`src/rtl/rob_commit_queue.sv`:
```
// Reorder buffer: in-order allocation, out-of-order completion via CDB, in-order commit.
// A mispredicted branch at commit flushes every entry and pulses flush for one cycle.
module rob_commit_queue #(
    parameter int unsigned ROB_SIZE_BITS = 3
) (
    input  logic                     clk,
    input  logic                     rst,
    input  logic                     alloc_valid,
    input  logic                     alloc_wen,
    input  logic [4:0]               alloc_rd,
    output logic                     alloc_ready,
    output logic [ROB_SIZE_BITS:0]   alloc_roben,
    input  logic                     cdb_valid,
    input  logic [ROB_SIZE_BITS:0]   cdb_roben,
    input  logic [31:0]              cdb_data,
    input  logic                     cdb_mispredict,
    input  logic [ROB_SIZE_BITS:0]   rd_roben1,
    input  logic [ROB_SIZE_BITS:0]   rd_roben2,
    output logic                     rd_ready1,
    output logic                     rd_ready2,
    output logic [31:0]              rd_data1,
    output logic [31:0]              rd_data2,
    output logic                     commit_wen,
    output logic [ROB_SIZE_BITS:0]   commit_roben,
    output logic [4:0]               commit_rd,
    output logic [31:0]              commit_data,
    output logic                     flush,
    output logic [ROB_SIZE_BITS:0]   count
);

    localparam int unsigned DEPTH = 2 ** ROB_SIZE_BITS;
    localparam int unsigned TW    = ROB_SIZE_BITS + 1;
    localparam int unsigned IW    = ROB_SIZE_BITS;

    logic [DEPTH-1:0] e_valid;
    logic [DEPTH-1:0] e_ready;
    logic [DEPTH-1:0] e_misp;
    logic [DEPTH-1:0] e_wen;
    logic [4:0]       e_rd   [DEPTH];
    logic [31:0]      e_data [DEPTH];

    logic [IW-1:0] head;
    logic [IW-1:0] tail;
    logic [IW-1:0] cdb_idx;
    logic          cdb_hit;
    logic          alloc_go;
    logic          commit_go;
    logic          commit_flush;

    // Tags above DEPTH are representable in TW bits but name no entry.
    function automatic logic tag_in_range(input logic [TW-1:0] tag);
        return (tag != '0) && (tag <= TW'(DEPTH));
    endfunction

    function automatic logic [IW-1:0] tag_idx(input logic [TW-1:0] tag);
        logic [TW-1:0] t;
        t = tag - TW'(1);
        return t[IW-1:0];
    endfunction

    // Operand lookup: same-cycle CDB bypass takes priority over stored results.
    function automatic logic [32:0] lookup(input logic [TW-1:0] tag);
        logic [IW-1:0] idx;
        idx = tag_idx(tag);
        if (tag == '0)
            return '0;
        if (cdb_valid && (cdb_roben == tag))
            return {1'b1, cdb_data};
        if (tag_in_range(tag) && e_valid[idx] && e_ready[idx])
            return {1'b1, e_data[idx]};
        return '0;
    endfunction

    always_comb begin
        alloc_ready  = (count < TW'(DEPTH)) && !flush;
        alloc_roben  = TW'(tail) + TW'(1);
        alloc_go     = alloc_valid && alloc_ready;
        cdb_idx      = tag_idx(cdb_roben);
        cdb_hit      = cdb_valid && tag_in_range(cdb_roben) && e_valid[cdb_idx];
        commit_go    = e_valid[head] && e_ready[head];
        commit_flush = commit_go && e_misp[head];
    end

    always_comb begin
        {rd_ready1, rd_data1} = lookup(rd_roben1);
        {rd_ready2, rd_data2} = lookup(rd_roben2);
    end

    // Pointers, occupancy and registered commit/flush outputs.
    always_ff @(posedge clk or posedge rst) begin
        if (rst) begin
            head         <= '0;
            tail         <= '0;
            count        <= '0;
            commit_wen   <= 1'b0;
            commit_roben <= '0;
            commit_rd    <= '0;
            commit_data  <= '0;
            flush        <= 1'b0;
        end else begin
            commit_wen <= 1'b0;
            flush      <= 1'b0;
            if (commit_go) begin
                commit_wen   <= e_wen[head] && (e_rd[head] != 5'd0);
                commit_roben <= TW'(head) + TW'(1);
                commit_rd    <= e_rd[head];
                commit_data  <= e_data[head];
            end
            if (commit_flush) begin
                flush <= 1'b1;
                head  <= '0;
                tail  <= '0;
                count <= '0;
            end else begin
                if (commit_go)
                    head <= head + IW'(1);
                if (alloc_go)
                    tail <= tail + IW'(1);
                if (alloc_go && !commit_go)
                    count <= count + TW'(1);
                else if (!alloc_go && commit_go)
                    count <= count - TW'(1);
            end
        end
    end

    // Entry storage; commit clear is last so it wins over a CDB write to the head.
    always_ff @(posedge clk or posedge rst) begin
        if (rst) begin
            e_valid <= '0;
            e_ready <= '0;
            e_misp  <= '0;
            e_wen   <= '0;
            for (int i = 0; i < int'(DEPTH); i++) begin
                e_rd[i]   <= '0;
                e_data[i] <= '0;
            end
        end else if (commit_flush) begin
            e_valid <= '0;
            e_ready <= '0;
            e_misp  <= '0;
        end else begin
            if (cdb_hit) begin
                e_ready[cdb_idx] <= 1'b1;
                e_misp[cdb_idx]  <= cdb_mispredict;
                e_data[cdb_idx]  <= cdb_data;
            end
            if (alloc_go) begin
                e_valid[tail] <= 1'b1;
                e_ready[tail] <= 1'b0;
                e_misp[tail]  <= 1'b0;
                e_wen[tail]   <= alloc_wen;
                e_rd[tail]    <= alloc_rd;
            end
            if (commit_go) begin
                e_valid[head] <= 1'b0;
                e_ready[head] <= 1'b0;
                e_misp[head]  <= 1'b0;
            end
        end
    end

endmodule
```
`config.mk`:
```
export PLATFORM = sky130hd
export DESIGN_NAME = rob_commit_queue
export DESIGN_NICKNAME = d
export VERILOG_FILES = /design/src/rtl/rob_commit_queue.sv
export SDC_FILE = /design/constraint.sdc
export NUM_CORES = 1
export LEC_CHECK = 0
export CORE_MARGIN = 1.5
export CORE_UTILIZATION = 35
export CTS_CLUSTER_SIZE = 20
export DETAILED_ROUTE_END_ITERATION = 12
export GPL_ROUTABILITY_DRIVEN = 0
export SYNTH_ARGS = -nofsm -noshare
export SYNTH_HDL_FRONTEND = slang
export SYNTH_SLANG_ARGS = --single-unit
```
`constraint.sdc`:
```
create_clock -name clk -period 17.8 [get_ports clk]
set_input_delay 1.78 -clock clk [delete_from_list [all_inputs] [get_ports clk]]
set_output_delay 1.78 -clock clk [all_outputs]
set_load 0.02 [all_outputs]
```
==> impl_metrics.json, run 1 <==
{
  "status": "finished clean",
  "yosysSeqAreaShare_pct": 42.82,
  "drtIter0Drc": 1315,
  "rsz0062_at_grt": "no",
  "cts-root-buf": "clkbuf_16",
  "synth_edf_count": 0,
  "seq_power_share_pct": 44.5,
  "synth_cells": 1827,
  "max_freq_mhz": 129.8,
  "max_slew_margin_pct": 15.99,
  "drc_errors": 0,
  "power.internal_w": 0.001599,
  "worstMarginPinSlew_ns": 1.256,
  "crit_arrival_ns": 5.92,
  "synthTopCellsByArea": "dfrtp_1, mux4_2, mux2_2",
  "grt_pass1_wl_microns": 105800,
  "avgSynthCellArea_sq_um": 12.19,
  "ctsResizeCount": 0,
  "num_rows": 92,
  "crit_fanout": 34,
  "routed_via_density": 5.822,
  "crit_type": "in2out",
  "period_needed_ns": 7.704,
  "p_sw_share_pct": 24.87,
  "cts_sinks": 381,
  "nets": 1967,
  "async_flop_share_pct": 100.0,
  "clock_latency_ns": 0.59,
  "critPathRequiredTime_ns": 16.02,
  "yosys.area.top_type": "dfrtp_1",
  "cts-hold-fix-buffers": 0,
  "yosysUniqueCellTypes": 60,
  "wirelength_microns": 70090,
  "clock_skew_ns": 0.03170,
  "fin_crit_sh_pct": 43.28,
  "layout-drive-gt1-share_pct": 27.57,
  "grt_start_max_net_pins": 92,
  "fin_tns_setup_ns": 0,
  "hold_viol_final": 0,
  "fillers": 5889,
  "io_pins": 173,
  "ys_ff_latch": 381,
  "synth_top_area_share_pct": 42.82,
  "power_leakage_nw": 11.29,
  "drt_pass1_iterations": 5,
  "setup_viol": 0,
  "clock_path_buffers": 3,
  "start_util_pct": 35.36,
  "diodes": 0,
  "syn2layout_area_growth_pct": 17.72,
  "critPathCaptureType": "output port",
  "ir_worst_vdd_v": 0.00006054,
  "p_per_area_mw_per_mm2": 81.19,
  "hold_path_class": "reg2reg",
  "core_area_sq_mm": 0.06297,
  "setup.worst_path.start_class": "input port",
  "grt-ovfl-total": 0,
  "p_switching_w": 0.0005292,
  "synth.most_common_cell": "dfrtp_1",
  "htree_levels": 2,
  "clk_pin_slew_ns": 0.06,
  "cts_setup_buffers": 0,
  "grt_usage_pct": 21.69,
  "dpl.hpwl_microns": 43030,
  "io_buffers": 172,
  "routedWlPerCell_microns": 25.22,
  "synth-main-ff-cell": "dfrtp_1",
  "numCtsBuffers": 43,
  "synth_fp_nets": 1892,
  "antenna_found_initial": 0,
  "netlist_area_sq_mm": 0.02227,
  "die_area_sq_mm": 0.06514,
  "vias": 16179,
  "synth_common_cells": "dfrtp_1, mux2_2, mux4_2",
  "cts_tree": "yes",
  "hold_ws_ns": 0.4935,
  "yosys_warnings": 0,
  "grt_pass1_vias": 16830,
  "p_clk_share_pct": 44.6,
  "drv_slew": 0,
  "drtAntennaViolNets": 0,
  "die_h_microns": 255.2,
  "die_w_microns": 255.2,
  "comb_power_share_pct": 10.9,
  "maxCapViolations": 0
}
## sequential cells by signal, indices dropped and copies added (netlist names)
| register | cells |
|---|---|
| e_data | 256 |
| e_rd | 40 |
| commit_data | 32 |
| e_misp | 8 |
| e_ready | 8 |
| e_valid | 8 |
| e_wen | 8 |
| commit_rd | 5 |
| commit_roben | 4 |
| count | 4 |
| head | 3 |
| tail | 3 |
| commit_wen | 1 |
| flush | 1 |
## cell type report
class | instances | area, sq um | share of cell area [%]
clock buffer | 59 | 1196 | 4.563
clock inverter | 17 | 306.5 | 1.170
inverter | 22 | 90.09 | 0.3437
multi-input combinational | 1248 | 12040 | 45.94
sequential | 381 | 9545 | 36.42
tap | 846 | 1059 | 4.038
timing repair buffer | 206 | 1972 | 7.523
## per-layer routing
metal | share of wire (%) | wire [microns] | GRT usage [%] | up-vias
met4 | 3.5 | 2452 | 8.250 | 0
met5 | 0 | 0 | 0 | -
met2 | 49 | 34050 | 36.04 | 593
met1 | 42 | 29570 | 28.45 | 8404
met3 | 5.7 | 4022 | 3.458 | 155
li1 | - | - | - | 7027
## path summary, 6_finish.rpt
kind	startpoint	to	slack (ns)	cells after the start
min in group asynchronous	rst	commit_rd[4]	1.68	2
setup / recovery	rd_roben1[0]	rd_data1[18]	10.10	11
hold / removal	commit_data[9]	commit_data[9]	0.49	1
hold reg to reg	commit_data[9]	commit_data[9]	0.49	1
setup reg to reg	head[1]	e_data[62]	13.38	9
max in group asynchronous	rst	head[1]	13.19	5
## metrics by stage
stage          power (W)  util [%]  std cells  setup slack [ns]  area (sq um)
6_report        0.002128     41.63       2779             10.10         26210
4_1_cts         0.002149     41.63       2779             10.08         26210
5_1_grt         0.002208     41.63       2779             9.917         26210
3_3_place_gp    0.001187     39.24       2703             10.16         24710
2_1_floorplan   0.001116         -       1827             5.434         22270
3_5_place_dp    0.001195     39.24       2703             10.11         24710
## power groups by stage
stage	Combinational (W)	Clock (W)	Sequential, W
6_report	0.000232	0.000949	0.000946
5_1_grt	0.000249	0.00101	0.000952
4_1_cts	0.000235	0.000969	0.000945
3_5_place_dp	0.000234	0	0.000961
3_3_place_gp	0.000230	0	0.000957
2_1_floorplan	0.000168	0	0.000949
## worst max-delay path, stage by stage
cell and delay [ns]:
buf_4 0.43, inv_1 0.26, ha_4 0.25, xor2_4 0.14, buf_4 0.58, mux4_2 0.44
mux2i_4 0.66, buf_4 0.43, nand3_1 0.11, a21oi_1 0.17, clkdlybuf4s50_1 0.65
## layout by cell type, fill, tap and decap left out, types with 8 or more instances in the layout
cell | synthesis | routed
a211oi_1 | 12 | 12
a21oi_1 | 129 | 129
a221oi_1 | 37 | 37
a22o_1 | 18 | 18
a22oi_1 | 22 | 22
buf_4 | 16 | 36
clkbuf_1 | 116 | 10
clkbuf_16 | 0 | 43
clkdlybuf4s50_1 | 0 | 170
dfrtp_1 | 381 | 378
inv_1 | 19 | 18
mux2_1 | 120 | 120
mux2_2 | 261 | 261
mux2i_1 | 80 | 79
mux4_2 | 137 | 137
nand2_1 | 76 | 73
nand2b_1 | 8 | 8
nand3_1 | 40 | 40
nor2_1 | 121 | 118
nor3_1 | 39 | 39
o21a_1 | 22 | 22
o21ai_0 | 26 | 26
o221ai_1 | 16 | 16
xor2_1 | 10 | 8
## cells by family after synthesis
| group | count (synthesis) | share of synthesized area (%) |
|---|---|---|
| adders and majority gates | 10 | 0.5957 |
| xor gates and xnor gates | 17 | 0.6687 |
| muxes | 599 | 36.82 |
| DFF | 381 | 42.82 |
| buffers and inverters | 198 | 3.776 |
| and+or+nand+nor | 314 | 6.266 |
| AOI/OAI and AO/OA | 308 | 9.048 |
Note: power is estimated with default switching activity, not from simulation.
==> run 2, diff against run 1 <==
- clock period: 17.8 -> 7.7 ns (I/O delays scaled with it)
==> run 2 against run 1 <==
Compared with the run above:
- via count grew 0.83%
- first-iteration DRC count decreased by 6.9%
- utilization barely moved
- sequential power rose by 130%
- highest routed layer is now met5
- flip-flop and latch count stayed put
- clock skew fell by 0.014 ns
- largest cell class unchanged
- worst hold slack got worse by 0.0011 ns
==> impl_metrics.json, run 2 (synthesized netlist as in run 1, its figures left out) <==
{
  "multi_input_area_sq_mm": 0.01205,
  "rsz0062_at_grt": "no",
  "drtAntennaViolNets": 0,
  "drt_pass1_iterations": 7,
  "syn2layout_area_growth_pct": 17.60,
  "max_slew_margin_pct": 17.33,
  "routedWlPerCell_microns": 25.70,
  "ir_worst_vdd_v": 0.0001331,
  "io_buffers": 172,
  "clk_pin_slew_ns": 0.06,
  "worstMarginPinSlew_ns": 1.235,
  "grt_start_max_net_pins": 167,
  "status": "finished clean",
  "layout_commonest_cell": "dfrtp_1",
  "antenna_found_initial": 1,
  "die_area_sq_mm": 0.06514,
  "cts-hold-fix-buffers": 0,
  "postPlaceCellArea_sq_mm": 0.02470,
  "p_per_area_mw_per_mm2": 186.5,
  "grt_pass1_wl_microns": 107900,
  "nets": 1963,
  "drtIter0Drc": 1224,
  "core_area_sq_mm": 0.06297,
  "htree_levels": 2,
  "fin_area_sq_mm": 0.02618,
  "io_pins": 173,
  "crit_type": "in2out",
  "grt-ovfl-total": 0,
  "clock_path_buffers": 3,
  "start_util_pct": 35.36,
  "numCtsBuffers": 43,
  "layout-drive-gt1-share_pct": 27.63,
  "critPathCaptureType": "output port",
  "register_area_sq_mm": 0.009545,
  "num_rows": 92,
  "power_leakage_nw": 11.27,
  "setup_viol": 0,
  "max_freq_mhz": 181.6,
  "vias": 16313,
  "period_needed_ns": 5.506,
  "clock_latency_ns": 0.58,
  "largest-register": "e_data",
  "setup.worst_path.start_class": "input port",
  "die_w_microns": 255.2,
  "drv_slew": 0,
  "fin_tns_setup_ns": 0,
  "maxCapViolations": 0,
  "wirelength_microns": 71320,
  "cts_setup_buffers": 0,
  "clock_skew_ns": 0.01794,
  "largest_register_ffs": 256,
  "routed_via_density": 5.879,
  "critPathRequiredTime_ns": 6.93,
  "cts_tree": "yes",
  "cts_sinks": 381,
  "ctsResizeCount": 0,
  "r2r_setup_slack_ns": 2.95,
  "layout_common_cells": "dfrtp_1, mux2_2, clkdlybuf4s50_1",
  "drc_errors": 0,
  "grt_usage_pct": 22.05,
  "diodes": 0,
  "cts-root-buf": "clkbuf_16",
  "die_h_microns": 255.2,
  "top_regs": "e_data x256, e_rd x40, commit_data x32",
  "fillers": 5899,
  "dpl.hpwl_microns": 42720,
  "crit_arrival_ns": 4.74,
  "hold_viol_final": 0,
  "fin_crit_sh_pct": 71.50,
  "hold_path_class": "reg2reg",
  "crit_fanout": 33,
  "grt_pass1_vias": 17033
}
==> run 2: cell count changes in the layout (fill, tap and decap cells not counted), moves of 2 or more <==
cell        delta
clkinv_2       -2
bufinv_16      -4
inv_6          -2
clkinvlp_4     +3
clkbuf_16      +2
clkbuf_8       +8
buf_4          -6
clkbuf_1       -3
buf_12         +2
==> run 2: cell type report <==
type	instances	share of cell area (%)
sequential	381	36.46
inverter	22	0.3297
tap	846	4.043
multi-input combinational	1248	46.00
clock inverter	10	0.5209
clock buffer	66	5.137
timing repair buffer	202	7.512
==> run 2: worst paths after layout <==
path,start,to,depth (start not counted)
max,rd_roben2[0],rd_data2[9],10
min,commit_data[30],commit_data[30],1
max reg2reg,head[2],e_data[11],9
min reg2reg,commit_data[30],commit_data[30],1
max in group asynchronous,rst,commit_data[17],4
min in group asynchronous,rst,e_data[132],3
==> run 2: where the power goes <==
| group | leakage, nW | internal (W) | switching, W |
|---|---|---|---|
| sequential | 5.23 | 0.00210 | 0.0000886 |
| clock | 0.722 | 0.00130 | 0.000857 |
| combinational | 5.31 | 0.000270 | 0.000270 |
| total | 11.3 | 0.00367 | 0.00122 |
==> run 2: metal layers <==
layer | routed length, microns | GRT usage, %
met5 | 8 | 0
met4 | 2229 | 7.794
met3 | 4472 | 3.997
met2 | 34930 | 37.02
met1 | 29680 | 28.54
==> run 2: metrics by stage <==
| stage | hold slack [ns] | setup WS (ns) | util, % | cells | power, W |
|---|---|---|---|---|---|
| final | 0.4924 | 2.194 | 41.58 | 2775 | 0.004884 |
| after global placement | 0.4775 | 2.394 | 39.23 | 2699 | 0.002744 |
| after floorplan | 0.4666 | 1.810 | - | 1827 | 0.002581 |
| after detailed placement | 0.4871 | 2.370 | 39.23 | 2699 | 0.002762 |
| after global routing | 0.5129 | 2.158 | 41.58 | 2775 | 0.005046 |
| after CTS | 0.5007 | 2.348 | 41.58 | 2775 | 0.004921 |
==> run 2: critical path, stage by stage <==
cell	delay, ns
buf_4	0.43
inv_1	0.28
ha_4	0.25
xor2_4	0.39
mux4_2	0.37
mux2_2	0.66
nor3_1	0.44
a21oi_1	0.09
nor2_1	0.34
clkdlybuf4s50_1	0.68
